File: config.mk
export PLATFORM = sky130hd
export DESIGN_NAME = qed_dup_encoder
export DESIGN_NICKNAME = d
export VERILOG_FILES = /design/src/rtl/qed_dup_encoder.sv
export SDC_FILE = /design/constraint.sdc
export NUM_CORES = 1
export LEC_CHECK = 0
export BUFFER_PORTS_ARGS = -buffer_cell sky130_fd_sc_hd__buf_2
export CORE_ASPECT_RATIO = 1.25
export CORE_MARGIN = 8
export CORE_UTILIZATION = 40
export DETAILED_ROUTE_END_ITERATION = 8
export PLACE_DENSITY = 0.54
export SYNTH_ARGS = -nofsm -noshare
export SYNTH_HDL_FRONTEND = slang
export SYNTH_SLANG_ARGS = --single-unit
export TNS_END_PERCENT = 100
File: constraint.sdc
create_clock -name clk -period 9.4 [get_ports clk]
set_clock_uncertainty 0.05 [all_clocks]
set_input_delay 1.88 -clock clk [delete_from_list [all_inputs] [get_ports clk]]
set_output_delay 1.88 -clock clk [all_outputs]
set_load 0.005 [all_outputs]
File: src/rtl/qed_dup_encoder.sv
// QED duplicate encoder: buffers original RV32 R/I ALU instructions in order and
// replays them as shadow-register duplicates (x1..x15 -> x17..x31) over a valid/ready stream.
module qed_dup_encoder #(
    parameter int FIFO_DEPTH = 8,
    parameter int CNT_W      = $clog2(FIFO_DEPTH) + 1
) (
    input  logic             clk,
    input  logic             rst_n,
    input  logic             qed_enable,
    input  logic [31:0]      ifu_qed_instruction,
    input  logic             ifu_valid,
    output logic             ifu_ready,
    input  logic             exec_dup,
    output logic [31:0]      dup_instruction,
    output logic             dup_valid,
    input  logic             dup_ready,
    output logic             dup_illegal,
    output logic [CNT_W-1:0] fifo_count,
    output logic             busy
);

    localparam int PTR_W = (FIFO_DEPTH > 1) ? $clog2(FIFO_DEPTH) : 1;

    localparam logic [0:0]       ST_IDLE = 1'b0;
    localparam logic [0:0]       ST_DUP  = 1'b1;
    localparam logic [6:0]       OP_R    = 7'b0110011;
    localparam logic [6:0]       OP_I    = 7'b0010011;
    localparam logic [31:0]      NOP     = 32'h0000_0013;
    localparam logic [CNT_W-1:0] DEPTH_C = CNT_W'(FIFO_DEPTH);
    localparam logic [CNT_W-1:0] CNT_ONE = CNT_W'(1'b1);
    localparam logic [PTR_W-1:0] PTR_ONE = PTR_W'(1'b1);

    // x0 stays x0; every other architectural register moves to the shadow half.
    function automatic logic [4:0] remap(input logic [4:0] r);
        logic [4:0] res;
        if (r == 5'd0) begin
            res = 5'd0;
        end else begin
            res = r + 5'd16;
        end
        return res;
    endfunction

    // Returns {illegal, instruction}; anything not encodable becomes a flagged NOP.
    function automatic logic [32:0] encode_dup(input logic [31:0] insn);
        logic [4:0]  rd;
        logic [4:0]  rs1;
        logic [4:0]  rs2;
        logic [31:0] enc;
        logic        bad;
        rd  = insn[11:7];
        rs1 = insn[19:15];
        rs2 = insn[24:20];
        case (insn[6:0])
            OP_R: begin
                bad = rd[4] | rs1[4] | rs2[4];
                enc = {insn[31:25], remap(rs2), remap(rs1), insn[14:12], remap(rd), insn[6:0]};
            end
            OP_I: begin
                bad = rd[4] | rs1[4];
                enc = {insn[31:20], remap(rs1), insn[14:12], remap(rd), insn[6:0]};
            end
            default: begin
                bad = 1'b1;
                enc = NOP;
            end
        endcase
        if (bad) begin
            return {1'b1, NOP};
        end else begin
            return {1'b0, enc};
        end
    endfunction

    logic [31:0]      fifo_mem_r [FIFO_DEPTH];
    logic [PTR_W-1:0] wr_ptr_r, wr_ptr_s;
    logic [PTR_W-1:0] rd_ptr_r, rd_ptr_s;
    logic [CNT_W-1:0] count_r, count_s;
    logic [0:0]       state_r, state_s;
    logic             busy_r;
    logic             dup_valid_r, dup_valid_s;
    logic [31:0]      dup_instr_r, dup_instr_s;
    logic             dup_illegal_r, dup_illegal_s;
    logic             ifu_ready_s;
    logic             push_s;
    logic             pop_s;
    logic [32:0]      enc_s;

    // Handshake qualifiers for buffer push and replay pop.
    always_comb begin
        ifu_ready_s = qed_enable && (state_r == ST_IDLE) && (count_r < DEPTH_C);
        push_s      = ifu_valid && ifu_ready_s;
        pop_s       = qed_enable && (state_r == ST_DUP) && (count_r != '0)
                      && (!dup_valid_r || dup_ready);
        enc_s       = encode_dup(fifo_mem_r[rd_ptr_r]);
    end

    // Next-state computation for the controller, pointers and output stage.
    always_comb begin
        state_s       = state_r;
        wr_ptr_s      = wr_ptr_r;
        rd_ptr_s      = rd_ptr_r;
        count_s       = count_r;
        dup_valid_s   = dup_valid_r;
        dup_instr_s   = dup_instr_r;
        dup_illegal_s = dup_illegal_r;
        if (!qed_enable) begin
            state_s     = ST_IDLE;
            wr_ptr_s    = '0;
            rd_ptr_s    = '0;
            count_s     = '0;
            dup_valid_s = 1'b0;
        end else begin
            case (state_r)
                ST_IDLE: begin
                    if (push_s) begin
                        wr_ptr_s = wr_ptr_r + PTR_ONE;
                        count_s  = count_r + CNT_ONE;
                    end else begin
                        wr_ptr_s = wr_ptr_r;
                    end
                    // A same-cycle push counts toward starting the replay.
                    if (exec_dup && ((count_r != '0) || push_s)) begin
                        state_s = ST_DUP;
                    end else begin
                        state_s = ST_IDLE;
                    end
                end
                ST_DUP: begin
                    if (pop_s) begin
                        rd_ptr_s      = rd_ptr_r + PTR_ONE;
                        count_s       = count_r - CNT_ONE;
                        dup_valid_s   = 1'b1;
                        dup_instr_s   = enc_s[31:0];
                        dup_illegal_s = enc_s[32];
                    end else if (dup_valid_r && dup_ready) begin
                        dup_valid_s = 1'b0;
                    end else begin
                        dup_valid_s = dup_valid_r;
                    end
                    if ((count_r == '0) && (!dup_valid_r || dup_ready)) begin
                        state_s = ST_IDLE;
                    end else begin
                        state_s = ST_DUP;
                    end
                end
                default: begin
                    state_s = ST_IDLE;
                end
            endcase
        end
    end

    // Control and output registers with synchronous active-low reset.
    always_ff @(posedge clk) begin
        if (!rst_n) begin
            state_r       <= ST_IDLE;
            busy_r        <= 1'b0;
            wr_ptr_r      <= '0;
            rd_ptr_r      <= '0;
            count_r       <= '0;
            dup_valid_r   <= 1'b0;
            dup_instr_r   <= 32'h0000_0000;
            dup_illegal_r <= 1'b0;
        end else begin
            state_r       <= state_s;
            busy_r        <= (state_s == ST_DUP);
            wr_ptr_r      <= wr_ptr_s;
            rd_ptr_r      <= rd_ptr_s;
            count_r       <= count_s;
            dup_valid_r   <= dup_valid_s;
            dup_instr_r   <= dup_instr_s;
            dup_illegal_r <= dup_illegal_s;
        end
    end

    // Storage array; contents are only meaningful between the pointers.
    always_ff @(posedge clk) begin
        if (push_s) begin
            fifo_mem_r[wr_ptr_r] <= ifu_qed_instruction;
        end
    end

    assign ifu_ready       = ifu_ready_s;
    assign dup_instruction = dup_instr_r;
    assign dup_valid       = dup_valid_r;
    assign dup_illegal     = dup_illegal_r;
    assign fifo_count      = count_r;
    assign busy            = busy_r;

endmodule

; ---- Word-level counts from Yosys, hierarchy flattened
; Memory sizes are Yosys's and may differ from the RTL's. A register that Yosys moved wholly into a read port is not among the register bits.
; Index checks and enable logic that the tools add are counted.
[totals]
reg_bits = 45
ram_bits = 256
input_bits = 38
output_inout_bits = 40
elab_cells = 65
mem_count = 1
[op_classes]
add_sub_neg = 7
magnitude_cmp = 1
eq_ne = 4
n_mux = 18
bitwise = 3
reduce_logical = 24
[mem_list]
columns = name, depth, width, rd, rd_clocked_by_memory_dff, wr, line
row1 = fifo_mem_r, 8, 32, 1, 1, 1, 75  ; logic [31:0] fifo_mem_r [FIFO_DEPTH];
[ops]
columns = operator, count
row1 = 32-bit case mux with 2 select lines, 1
row2 = 33-bit 2-to-1 mux, 1
row3 = 5-bit adder (second input constant), 3
row4 = 5-bit logical NOT, 3
row5 = 5-bit 2-to-1 mux, 3
row6 = 2-bit AND reduction, 5
row7 = 1-bit logical AND, 9
row8 = 4-bit 2-to-1 mux, 2
row9 = 4-bit case mux with 2 select lines, 1
row10 = 7-bit by 5-bit == test with 1-bit output (second input constant), 1
row11 = 7-bit by 6-bit == test with 1-bit output (second input constant), 1
row12 = 3-bit by 1-bit adder with 3-bit output (second input constant), 2
row13 = 1-bit 2-to-1 mux, 6
row14 = 3-bit 2-to-1 mux, 2
row15 = 4-bit by 1-bit adder with 4-bit output (second input constant), 1
row16 = 4-bit logical NOT, 1
row17 = 4-bit < comparator (second input constant), 1
row18 = 1-bit case mux with 2 select lines, 2
row19 = 4-bit nonzero test, 1
row20 = 4-bit by 1-bit subtractor with 4-bit output (second input constant), 1
row21 = 3-bit AND reduction, 1
row22 = 1-bit logical OR, 2
row23 = 2-bit by 1-bit inequality test with 1-bit output (second input constant), 1
row24 = 2-bit inequality test (second input constant), 1
row25 = 4 further kinds, 5

; ---- Depth between registers and ports, before layout
; Gate-level depths: netlist (run 1).
[logic_depth]
depth_word = 8
depth_mapped = 10
mapped_depth_nobuf = 7

; ---- Least setup slack after synthesis (run 1)
; No wires, ideal clock.
[synth_path]
path_type = input to register
start = input qed_enable
end = memory fifo_mem_r[4][0], enable pin
setup_ps = 468
t_arrival_ps = 4952
required_time_ps = 8882
setup_slack_ps = 3930
path_stages = 4
path_buffers = 0
path_cell_list = nor3b_1 and2_1 nand2b_1 nor3b_1
[synth_via]
elab_chain_len = 5
[synth_lines]
columns = element, line
row1 = start: declaration, 9  ; input logic qed_enable,
row2 = 1-bit logical AND (2 in series), 91  ; ifu_ready_s = qed_enable && (state_r == ST_IDLE) && (count_r < DEPTH_C);
row3 = 1-bit logical AND, 92  ; push_s = ifu_valid && ifu_ready_s;
row4 = 1-bit 2-to-1 mux, 179  ; if (push_s) begin
row5 = 1-bit 2-to-1 mux (implied by the code), 180  ; fifo_mem_r[wr_ptr_r] <= ifu_qed_instruction;
row6 = end: declaration, 75
; No other way between the ends.

; ---- Worst setup path after layout (run 1)
[layout_path]
start = input qed_enable
end = output ifu_ready
[layout_via]
elab_chain_len = 2
[layout_lines]
columns = element, line
row1 = 1-bit logical AND (2 in series), 91
row2 = end: declaration, 12  ; output logic ifu_ready,
; No other way between the ends.

==> results of run 1 <==
through the flow:
stage / cell area (µm²) / hold slack (ns)
floorplan: 11300 / 0.392
global placement: 12100 / 0.388
detailed placement: 12100 / 0.389
CTS: 13100 / 0.398
global route: 13100 / 0.422
finish: 13100 / 0.393
where the power goes:
part	internal [mW]	leakage (nW)	switching, mW
Combinational	0.0178	1.09	0.0367
Sequential	1.47	2.70	0.00319
Clock	0.710	0.474	0.479
Total	2.20	4.27	0.519
cell families after synthesis:
logic type	share of synthesized area (%)
DFF	76.5
and+or+nand+nor	5.24
muxes	12.9
AOI/OAI and AO/OA	2.75
buffers and inverters	1.50
xor gates and xnor gates	0.542
adders and majority gates	0.620
metal layers:
layer | up-vias | part of all wire, % | wire [µm]
met5 | - | 0.043 | 10
met4 | 2 | 1.6 | 378
met3 | 27 | 4.2 | 968
met2 | 106 | 53 | 12200
met1 | 2855 | 41 | 9530
li1 | 2538 | - | -
placed cells by master, fill, tap and decap left out, types with 3 or more instances in the layout:
cell          n
o21a_1        3
o311ai_0      3
clkbuf_1      6
o21ai_1      26
and3_1        3
nor2_4        4
xnor2_1       4
bufinv_16     4
nand3_1       5
mux4_2       53
buf_4        13
clkinv_2      4
nand2b_1     12
or4_1         3
edfxtp_1    256
mux2i_1      25
dfxtp_1      45
nand4_1       3
ha_1          4
xor2_1        3
nor2_1       11
clkbuf_16    29
nand2_1      49
clkinvlp_4    4
buf_2        77
clkbuf_8      4
a21oi_1       9
inv_1         4
final timing paths:
path,start,to,slack (ns),depth (start not counted)
setup / recovery,qed_enable,ifu_ready,4.98,3
hold / removal,dup_instruction[25],dup_instruction[25],0.39,2
setup reg to reg,flop,dup_instruction[26],5.93,7
hold reg to reg,dup_instruction[25],dup_instruction[25],0.39,2
state kept, by name (all words and copies together), names as in the netlist, named ones only:
register and cells:
dup_instruction 32, busy 1, dup_valid 1, rd_ptr_r 3
fifo_mem_r 256, wr_ptr_r 3, fifo_count 4, dup_illegal 1
layout make-up:
type,instances,area (µm²)
Tap cell,355,444
Sequential cell,304,8650
Clock buffer,39,803
Timing Repair Buffer,90,483
Fill cell,2389,15000
Clock inverter,14,188
Inverter,4,15.0
Multi-Input combinational cell,256,2540
tightest hold or removal path, stage by stage (launching register included):
cell and delay [ns]:
dfxtp_1 0.30, nand2_1 0.05, o21ai_1 0.05
==> out/qor.txt, run 1 <==
status -> finished, final reports clean
delay-heaviest family, CP -> simple AND/OR/NAND/NOR gates
Synth Instances -> 590
number of buffers created by CTS -> 29
final setup violation count -> 0
P&R area growth vs syn -> 16.1%
crit-path most repeated cell -> buf_2
kind of critical path -> input port to output pin
TritonCTS clock tree -> yes
Final Hold Fails -> 0
routability cong. -> 0.728
htree depth -> 1
max_cap viols -> 0
Cell Rows -> 69
Total Wirelength -> 23100 µm
Via-to-Cell Ratio -> 5.21
grt ovf -> 0
grt met3 use -> 2.32%
distinct cell type count of the synthesized netlist -> 49
top_reg_cell synth -> edfxtp_1
Synth async-reset ratio -> 0%
period utilization -> 47.1%
Power Density -> 207 mW/mm²
actual slew at the worst max-slew pin -> 1.16 ns
utilization after layout -> 46.6%
vias in the first global route -> 6010
Post-Syn Area per Cell -> 19.2 µm²
Seq cells post-synth -> 304
Design Power -> 2.72 mW
dominant cells by area after synthesis -> edfxtp_1, mux4_2, dfxtp_1, mux2i_1, nand2_1
Starting Density -> 40.2%
warnings from Yosys -> 0
top cell types by occurrence after synthesis -> edfxtp_1, mux4_2, nand2_1
worst skew pair latency -> 0.53 ns
largest area contributor in the netlist -> edfxtp_1
# resized after CTS -> 0
P_leak -> 4.27 nW
met1 GRT Util -> 15.9%
wire per inst -> 21.8 µm
pre-CTS setup slack -> 4.97 ns
post-synth top area share -> 68.0%
Die Wd -> 166 µm
CTS max path bufs -> 3
Root Driver -> clkbuf_16
Post-CTS Setup Repair Bufs -> 0
Core Region -> 0.0281 mm²
drt drc -> 0
CP max FO -> 4
hold buffer count at CTS -> 0
Crit path arrival time -> 2.49 ns
Setup TNS Final -> 0 ns
Worst Path Required -> 7.47 ns
Hold Crit Class -> flop to flop
largest net degree at the start of global routing -> 46
Worst path max stage delay -> 0.31 ns
# diodes -> 0
Worst Setup Slack, final -> 4.98 ns
routed vias -> 5528
critical path endpoint category -> output pin
EDFF count, synth -> 256
initial DRC count -> 265
clk sinks -> 304
RSZ-0062 raised after global routing -> false
drt first pass iters -> 4
critical path cell sequence -> buf_2 > nor3b_1 > buf_2
crit path time final -> 4.42 ns
Buf/Inv on CP -> 2
worst vdd ir -> 0.126 mV
Synth Net Count -> 633
PortBufs -> 77
sequential share of the synthesized area -> 76.5%
Synth Cell Area -> 0.0113 mm²
highest-delay cell along the critical path -> nor3b_1
GR Util met2 -> 25.4%
die height -> 204 µm
Slew Viols, Final -> 0
FMAX -> 226 MHz
antenna viol nets, final -> 0
layout cells sized above 1 -> 29.1%
gr usage total -> 13.6%
Post-Layout Cell Count -> 1062
crit start category -> input port
die area -> 0.0339 mm²
initial antenna violation count -> 1
clk slew on worst S/H paths -> 0.06 ns
global-route wire length before repair -> 35600 µm
Placed Cells -> 1009
most frequent cell after synthesis -> edfxtp_1
layout net count -> 728
I/O pins -> 78
GRT Max-Usage Layer -> met2
Slew headroom -> 22.4%
Detail Placement HPWL -> 13800 µm
No activity file was read; power rests on OpenSTA's default activity.
==> inputs of run 2 (changes only) <==
ABC_AREA = 1   (was default)
clock period = 4.5 ns   (was 9.4 ns; I/O delays follow)
==> out/qor.txt, run 2 <==
TritonCTS clock tree -> yes (unchanged)
die height -> 210 µm (was 204 µm)
Reg area -> 0.00865 mm² (about the same)
largest net degree at the start of global routing -> 59 (was 46)
Starting Density -> 40.3% (was 40.2%)
Design Power -> 5.56 mW (was 2.72 mW)
worst vdd ir -> 0.203 mV (was 0.126 mV)
footprint of the multi-input gates -> 0.00281 mm² (was 0.00254 mm²)
max_cap viols -> 0 (unchanged)
Synth Cell Area -> 0.0120 mm² (was 0.0113 mm²)
utilization after layout -> 45.9% (was 46.6%)
critical path endpoint category -> flop (was output pin)
number of buffers created by CTS -> 29 (unchanged)
layout filler cell count -> 2702 (was 2389)
Total Wirelength -> 28500 µm (was 23100 µm)
hold buffer count at CTS -> 0 (unchanged)
global-route wire length before repair -> 44100 µm (was 35600 µm)
period utilization -> 65.8%
Power Density -> 407 mW/mm² (was 207 mW/mm²)
Hold Slack -> 0.401 ns (was 0.393 ns)
final setup violation count -> 0 (unchanged)
I/O pins -> 78 (unchanged)
layout cells sized above 1 -> 13.8% (was 29.1%)
clk slew on worst S/H paths -> 0.06 ns (about the same)
P&R area growth vs syn -> 13.9% (was 16.1%)
actual slew at the worst max-slew pin -> 0.896 ns (was 1.16 ns)
Worst Path Required -> 4.88 ns (was 7.47 ns)
die area -> 0.0358 mm² (was 0.0339 mm²)
Synth Instances -> 1024 (was 590)
most common cell after layout, fill and taps aside -> edfxtp_1 (unchanged)
EDFF count, synth -> 256 (unchanged)
PortBufs -> 77 (unchanged)
crit start category -> flop (was input port)
RSZ-0062 raised after global routing -> false (unchanged)
Slew Viols, Final -> 0 (unchanged)
Core Region -> 0.0298 mm² (was 0.0281 mm²)
Synth async-reset ratio -> 0% (unchanged)
status -> finished, final reports clean (unchanged)
Post-Syn Area per Cell -> 11.7 µm² (was 19.2 µm²)
top cell types by occurrence after synthesis -> edfxtp_1, nand2_1, nor2_1 (was edfxtp_1, mux4_2, nand2_1)
post-synth top area share -> 64.1% (was 68.0%)
distinct cell type count of the synthesized netlist -> 33 (was 49)
clk sinks -> 304 (unchanged)
Crit path arrival time -> 3.34 ns (was 2.49 ns)
Slew headroom -> 40.2% (was 22.4%)
# resized after CTS -> 0 (unchanged)
warnings from Yosys -> 0 (unchanged)
P_leak -> 5.05 nW (was 4.27 nW)
Root Driver -> clkbuf_16 (unchanged)
max reg flops -> 256 (unchanged)
sequential share of the synthesized area -> 72.2% (was 76.5%)
Setup TNS Final -> 0 ns (unchanged)
most frequent cell after synthesis -> edfxtp_1 (unchanged)
htree depth -> 1 (unchanged)
wire per inst -> 18.8 µm (was 21.8 µm)
initial antenna violation count -> 1 (unchanged)
FMAX -> 338 MHz
Die Wd -> 171 µm (was 166 µm)
routed vias -> 7604 (was 5528)
Seq cells post-synth -> 304 (unchanged)
CTS max path bufs -> 3 (unchanged)
Cell Rows -> 71 (was 69)
antenna viol nets, final -> 0 (unchanged)
Post-CTS Setup Repair Bufs -> 0 (unchanged)
grt ovf -> 0 (unchanged)
vias in the first global route -> 7449 (was 6010)
gr usage total -> 15.8% (was 13.6%)
Synth Net Count -> 1067 (was 633)
layout net count -> 1137 (was 728)
Via-to-Cell Ratio -> 5.01 (was 5.21)
largest register by flop count -> fifo_mem_r (unchanged)
top_reg_cell synth -> edfxtp_1 (unchanged)
drt drc -> 0 (unchanged)
kind of critical path -> flop to flop (was input port to output pin)
dominant cells by area after synthesis -> edfxtp_1, dfxtp_1, nand2_1, nor2_1, o21ai_0 (was edfxtp_1, mux4_2, dfxtp_1, mux2i_1, nand2_1)
Detail Placement HPWL -> 17000 µm (was 13800 µm)
Hold Crit Class -> flop to flop (unchanged)
largest area contributor in the netlist -> edfxtp_1 (unchanged)
routability cong. -> 0.771 (was 0.728)
worst skew pair latency -> 0.55 ns (was 0.53 ns)
CP max FO -> 58 (was 4)
crit path time final -> 2.96 ns
initial DRC count -> 541 (was 265)
drt first pass iters -> 5 (was 4)
Final Hold Fails -> 0 (unchanged)
most frequent cells in the layout -> edfxtp_1, nand2_1, nor2_1, o21ai_0, buf_2 (was edfxtp_1, buf_2, mux4_2, nand2_1, dfxtp_1)
-- run 2: stage by stage --
| stage | std cells | cell area [µm²] | setup slack, ns |
|---|---|---|---|
| after global routing | 1517 | 13700 | 1.24 |
| final | 1518 | 13700 | 1.54 |
| after global placement | 1464 | 12800 | 1.52 |
| after floorplan | 1024 | 12000 | 0.341 |
| after CTS | 1517 | 13700 | 1.49 |
| after detailed placement | 1464 | 12800 | 1.40 |
-- run 2: final cells by class --
type | instances | share of cell area (%)
Clock inverter | 11 | 0.770
Inverter | 74 | 2.05
Clock buffer | 42 | 5.82
Tap cell | 401 | 3.67
Antenna cell | 1 | 0.0183
Multi-Input combinational cell | 592 | 20.6
Sequential cell | 304 | 63.4
Timing Repair Buffer | 93 | 3.70
-- run 2: cell families (layout without fill, tap and decap cells) --
logic type | Yosys count | in the layout | synth area share (%)
simple gates | 409 | 409 | 14.0
flops | 304 | 304 | 72.2
compound gates | 170 | 170 | 7.73
buf+inv | 128 | 220 | 4.83
mux | 7 | 7 | 0.585
fa+ha+maj | 5 | 5 | 0.585
xor+xnor | 1 | 1 | 0.0731
other cells | 0 | 1 | 0
-- run 2: path summary, 6_finish.rpt --
check                startpoint  slack, ns                  end  depth (start not counted)
max reg2reg                flop       1.54  dup_instruction[19]                          8
max                        flop       1.54  dup_instruction[19]                          8
min          dup_instruction[3]       0.40   dup_instruction[3]                          2
min reg2reg  dup_instruction[3]       0.40   dup_instruction[3]                          2
-- run 2: critical path: stages (launching register included) --
cell and delay (ns):
dfxtp_4 0.70, inv_4 0.38, buf_4 0.42, o21ai_0 0.22, o22ai_1 0.08, o21ai_0 0.45, nand3_1 0.25, o22ai_1 0.16
nor2_1 0.06
-- run 2: power breakdown --
part / internal, mW / switching (mW) / leakage (nW)
registers: 3.07 / 0.00707 / 2.70
clock network: 1.34 / 1.01 / 0.448
logic: 0.0344 / 0.0945 / 1.90
-- run 2: layer usage --
| layer | wire length [µm] | global-route usage (%) |
|---|---|---|
| met1 | 13000 | 21.5 |
| met2 | 13600 | 25.7 |
| met3 | 1320 | 2.22 |
| met4 | 685 | 5.47 |
| met5 | 0 | 0 |
==> inputs of run 3 (changes only) <==
clock period = 3 ns   (was 4.5 ns; I/O delays follow)
==> out/qor.txt, run 3 (same netlist as run 2, synthesis figures left out) <==
RSZ-0062 raised after global routing -> false (unchanged)
I/O pins -> 78 (unchanged)
clk sinks -> 304 (unchanged)
layout net count -> 1151 (was 1137)
largest net degree at the start of global routing -> 75 (was 59)
initial DRC count -> 535 (was 541)
htree depth -> 1 (unchanged)
CP max FO -> 22 (was 58)
status -> finished, final reports clean (unchanged)
crit start category -> flop (unchanged)
drt first pass iters -> 5 (unchanged)
Starting Density -> 40.3% (unchanged)
worst skew pair latency -> 0.54 ns (was 0.55 ns)
delay-heaviest family, CP -> simple AND/OR/NAND/NOR gates (was compound AO/OA/AOI/OAI gates)
PortBufs -> 77 (unchanged)
routability cong. -> 0.771 (about the same)
final setup violation count -> 0 (unchanged)
pre-CTS setup slack -> 0.537 ns (was 1.40 ns)
P&R area growth vs syn -> 16.0% (was 13.9%)
vias in the first global route -> 7404 (was 7449)
Slew headroom -> 62.5% (was 40.2%)
# resized after CTS -> 0 (unchanged)
CTS max path bufs -> 3 (unchanged)
Sw Ratio -> 19.8% (was 20.1%)
Detail Placement HPWL -> 16800 µm (was 17000 µm)
drt drc -> 0 (unchanged)
routed vias -> 7689 (was 7604)
clk slew on worst S/H paths -> 0.06 ns (about the same)
most common cell after layout, fill and taps aside -> edfxtp_1 (unchanged)
Root Driver -> clkbuf_16 (unchanged)
Clock Power Share -> 42.2% (was 42.3%)
gr usage total -> 15.7% (was 15.8%)
Worst Setup Slack, final -> 0.736 ns (was 1.54 ns)
Setup TNS Final -> 0 ns (unchanged)
worst vdd ir -> 0.341 mV (was 0.203 mV)
Buf/Inv on CP -> 3 (was 2)
die area -> 0.0358 mm² (unchanged)
kind of critical path -> flop to flop (unchanged)
actual slew at the worst max-slew pin -> 0.559 ns (was 0.896 ns)
Core Region -> 0.0298 mm² (unchanged)
die height -> 210 µm (unchanged)
Worst Setup SP -> busy
grt ovf -> 0 (unchanged)
FMAX -> 442 MHz (was 338 MHz)
max reg flops -> 256 (unchanged)
Total Wirelength -> 28500 µm (about the same)
hold buffer count at CTS -> 0 (unchanged)
layout cells sized above 1 -> 14.8% (was 13.8%)
Via-to-Cell Ratio -> 5.02 (was 5.01)
Net Sw Power -> 1.66 mW (was 1.11 mW)
Slew Viols, Final -> 0 (unchanged)
Worst path max stage delay -> 0.41 ns (was 0.70 ns)
Die Wd -> 171 µm (unchanged)
Worst Path Required -> 3.18 ns (was 4.88 ns)
Internal -> 6.69 mW (was 4.44 mW)
largest register by flop count -> fifo_mem_r (unchanged)
P_leak -> 5.17 nW (was 5.05 nW)
most frequent cells in the layout -> edfxtp_1, nand2_1, nor2_1, o21ai_0, buf_2 (unchanged)
antenna viol nets, final -> 0 (unchanged)
Sequential Power Share -> 55.3% (was 55.4%)
critical path cell sequence -> inv_1 > nand2_1 > nor2_1 > nand2_1 > inv_1 > nand2_1 > nor2_4 > buf_12 (was inv_4 > buf_4 > o21ai_0 > o22ai_1 > o21ai_0 > nand3_1 > o22ai_1 > nor2_1)
initial antenna violation count -> 2 (was 1)
highest-delay cell along the critical path -> nor2_4 (was dfxtp_4)
TritonCTS clock tree -> yes (unchanged)
crit path time final -> 2.26 ns (was 2.96 ns)
Hold Crit Class -> input port to flop (was flop to flop)
Post-CTS Setup Repair Bufs -> 0 (unchanged)
global-route wire length before repair -> 43200 µm (was 44100 µm)
HP Start -> ifu_qed_instruction[16] (was dup_instruction[3])
number of buffers created by CTS -> 29 (unchanged)
combinational share of power -> 2.5% (was 2.3%)
Crit path arrival time -> 2.44 ns (was 3.34 ns)
max_cap viols -> 0 (unchanged)
wire per inst -> 18.6 µm (was 18.8 µm)
layout filler cell count -> 2644 (was 2702)
worst r2r src -> busy
crit-path most repeated cell -> nand2_1
Power Density -> 600 mW/mm² (was 407 mW/mm²)
critical path endpoint category -> flop (unchanged)
period utilization -> 75.5% (was 65.8%)
Cell Rows -> 71 (unchanged)
Final Hold Fails -> 0 (unchanged)
[run 3: cell types whose count changed in the layout (fill, tap and decap cells not counted), sizes merged]
cell	change
diode	+1
clkinv	+2
bufinv	-1
buf	+14
clkbuf	-2
[run 3: cell type report]
type / instances / area [µm²] / area share [%]
clock inverters: 12 / 77.6 / 0.558
diodes: 2 / 5.00 / 0.0360
inverters: 74 / 280 / 2.02
multi-input cells: 592 / 2830 / 20.3
flip-flops and latches: 304 / 8650 / 62.2
well taps: 401 / 502 / 3.61
repair buffers: 107 / 723 / 5.20
clock buffers: 40 / 838 / 6.03
[run 3: per-stage QoR]
stage / instances / instance area (µm²) / total power, mW / utilization, % / hold WS [ns]
after floorplan: 1024 / 12000 / 4.79 / - / 0.386
after global placement: 1478 / 13000 / 4.92 / 43.6 / 0.390
after detailed placement: 1478 / 13000 / 4.92 / 43.6 / 0.398
after CTS: 1530 / 13900 / 8.41 / 46.7 / 0.265
after global routing: 1530 / 13900 / 8.59 / 46.7 / 0.269
final: 1532 / 13900 / 8.34 / 46.7 / 0.284
[run 3: path summary, 6_finish.rpt]
path	endpoint	slack, ns	cells past startpoint
max	fifo_mem_r[0][26]	0.74	8
min	fifo_mem_r[3][16]	0.28	1
max reg2reg	fifo_mem_r[0][26]	0.74	8
min reg2reg	dup_instruction[6]	0.40	2
[run 3: routing by layer]
layer / share of wire (%) / vias to the layer above / track usage (%)
li1: - / 3719 / -
met1: 45 / 3757 / 20.7
met2: 48 / 175 / 26.3
met3: 5.3 / 38 / 2.46
met4: 2.0 / 0 / 4.63
met5: 0 / - / 0
[run 3: power by group through the flow]
stage	clock network [mW]	logic [mW]	registers [mW]
3_3_place_gp	0	0.207	4.71
6_report	3.52	0.207	4.62
3_5_place_dp	0	0.210	4.71
5_1_grt	3.75	0.230	4.62
4_1_cts	3.58	0.210	4.62
2_1_floorplan	0	0.0817	4.71
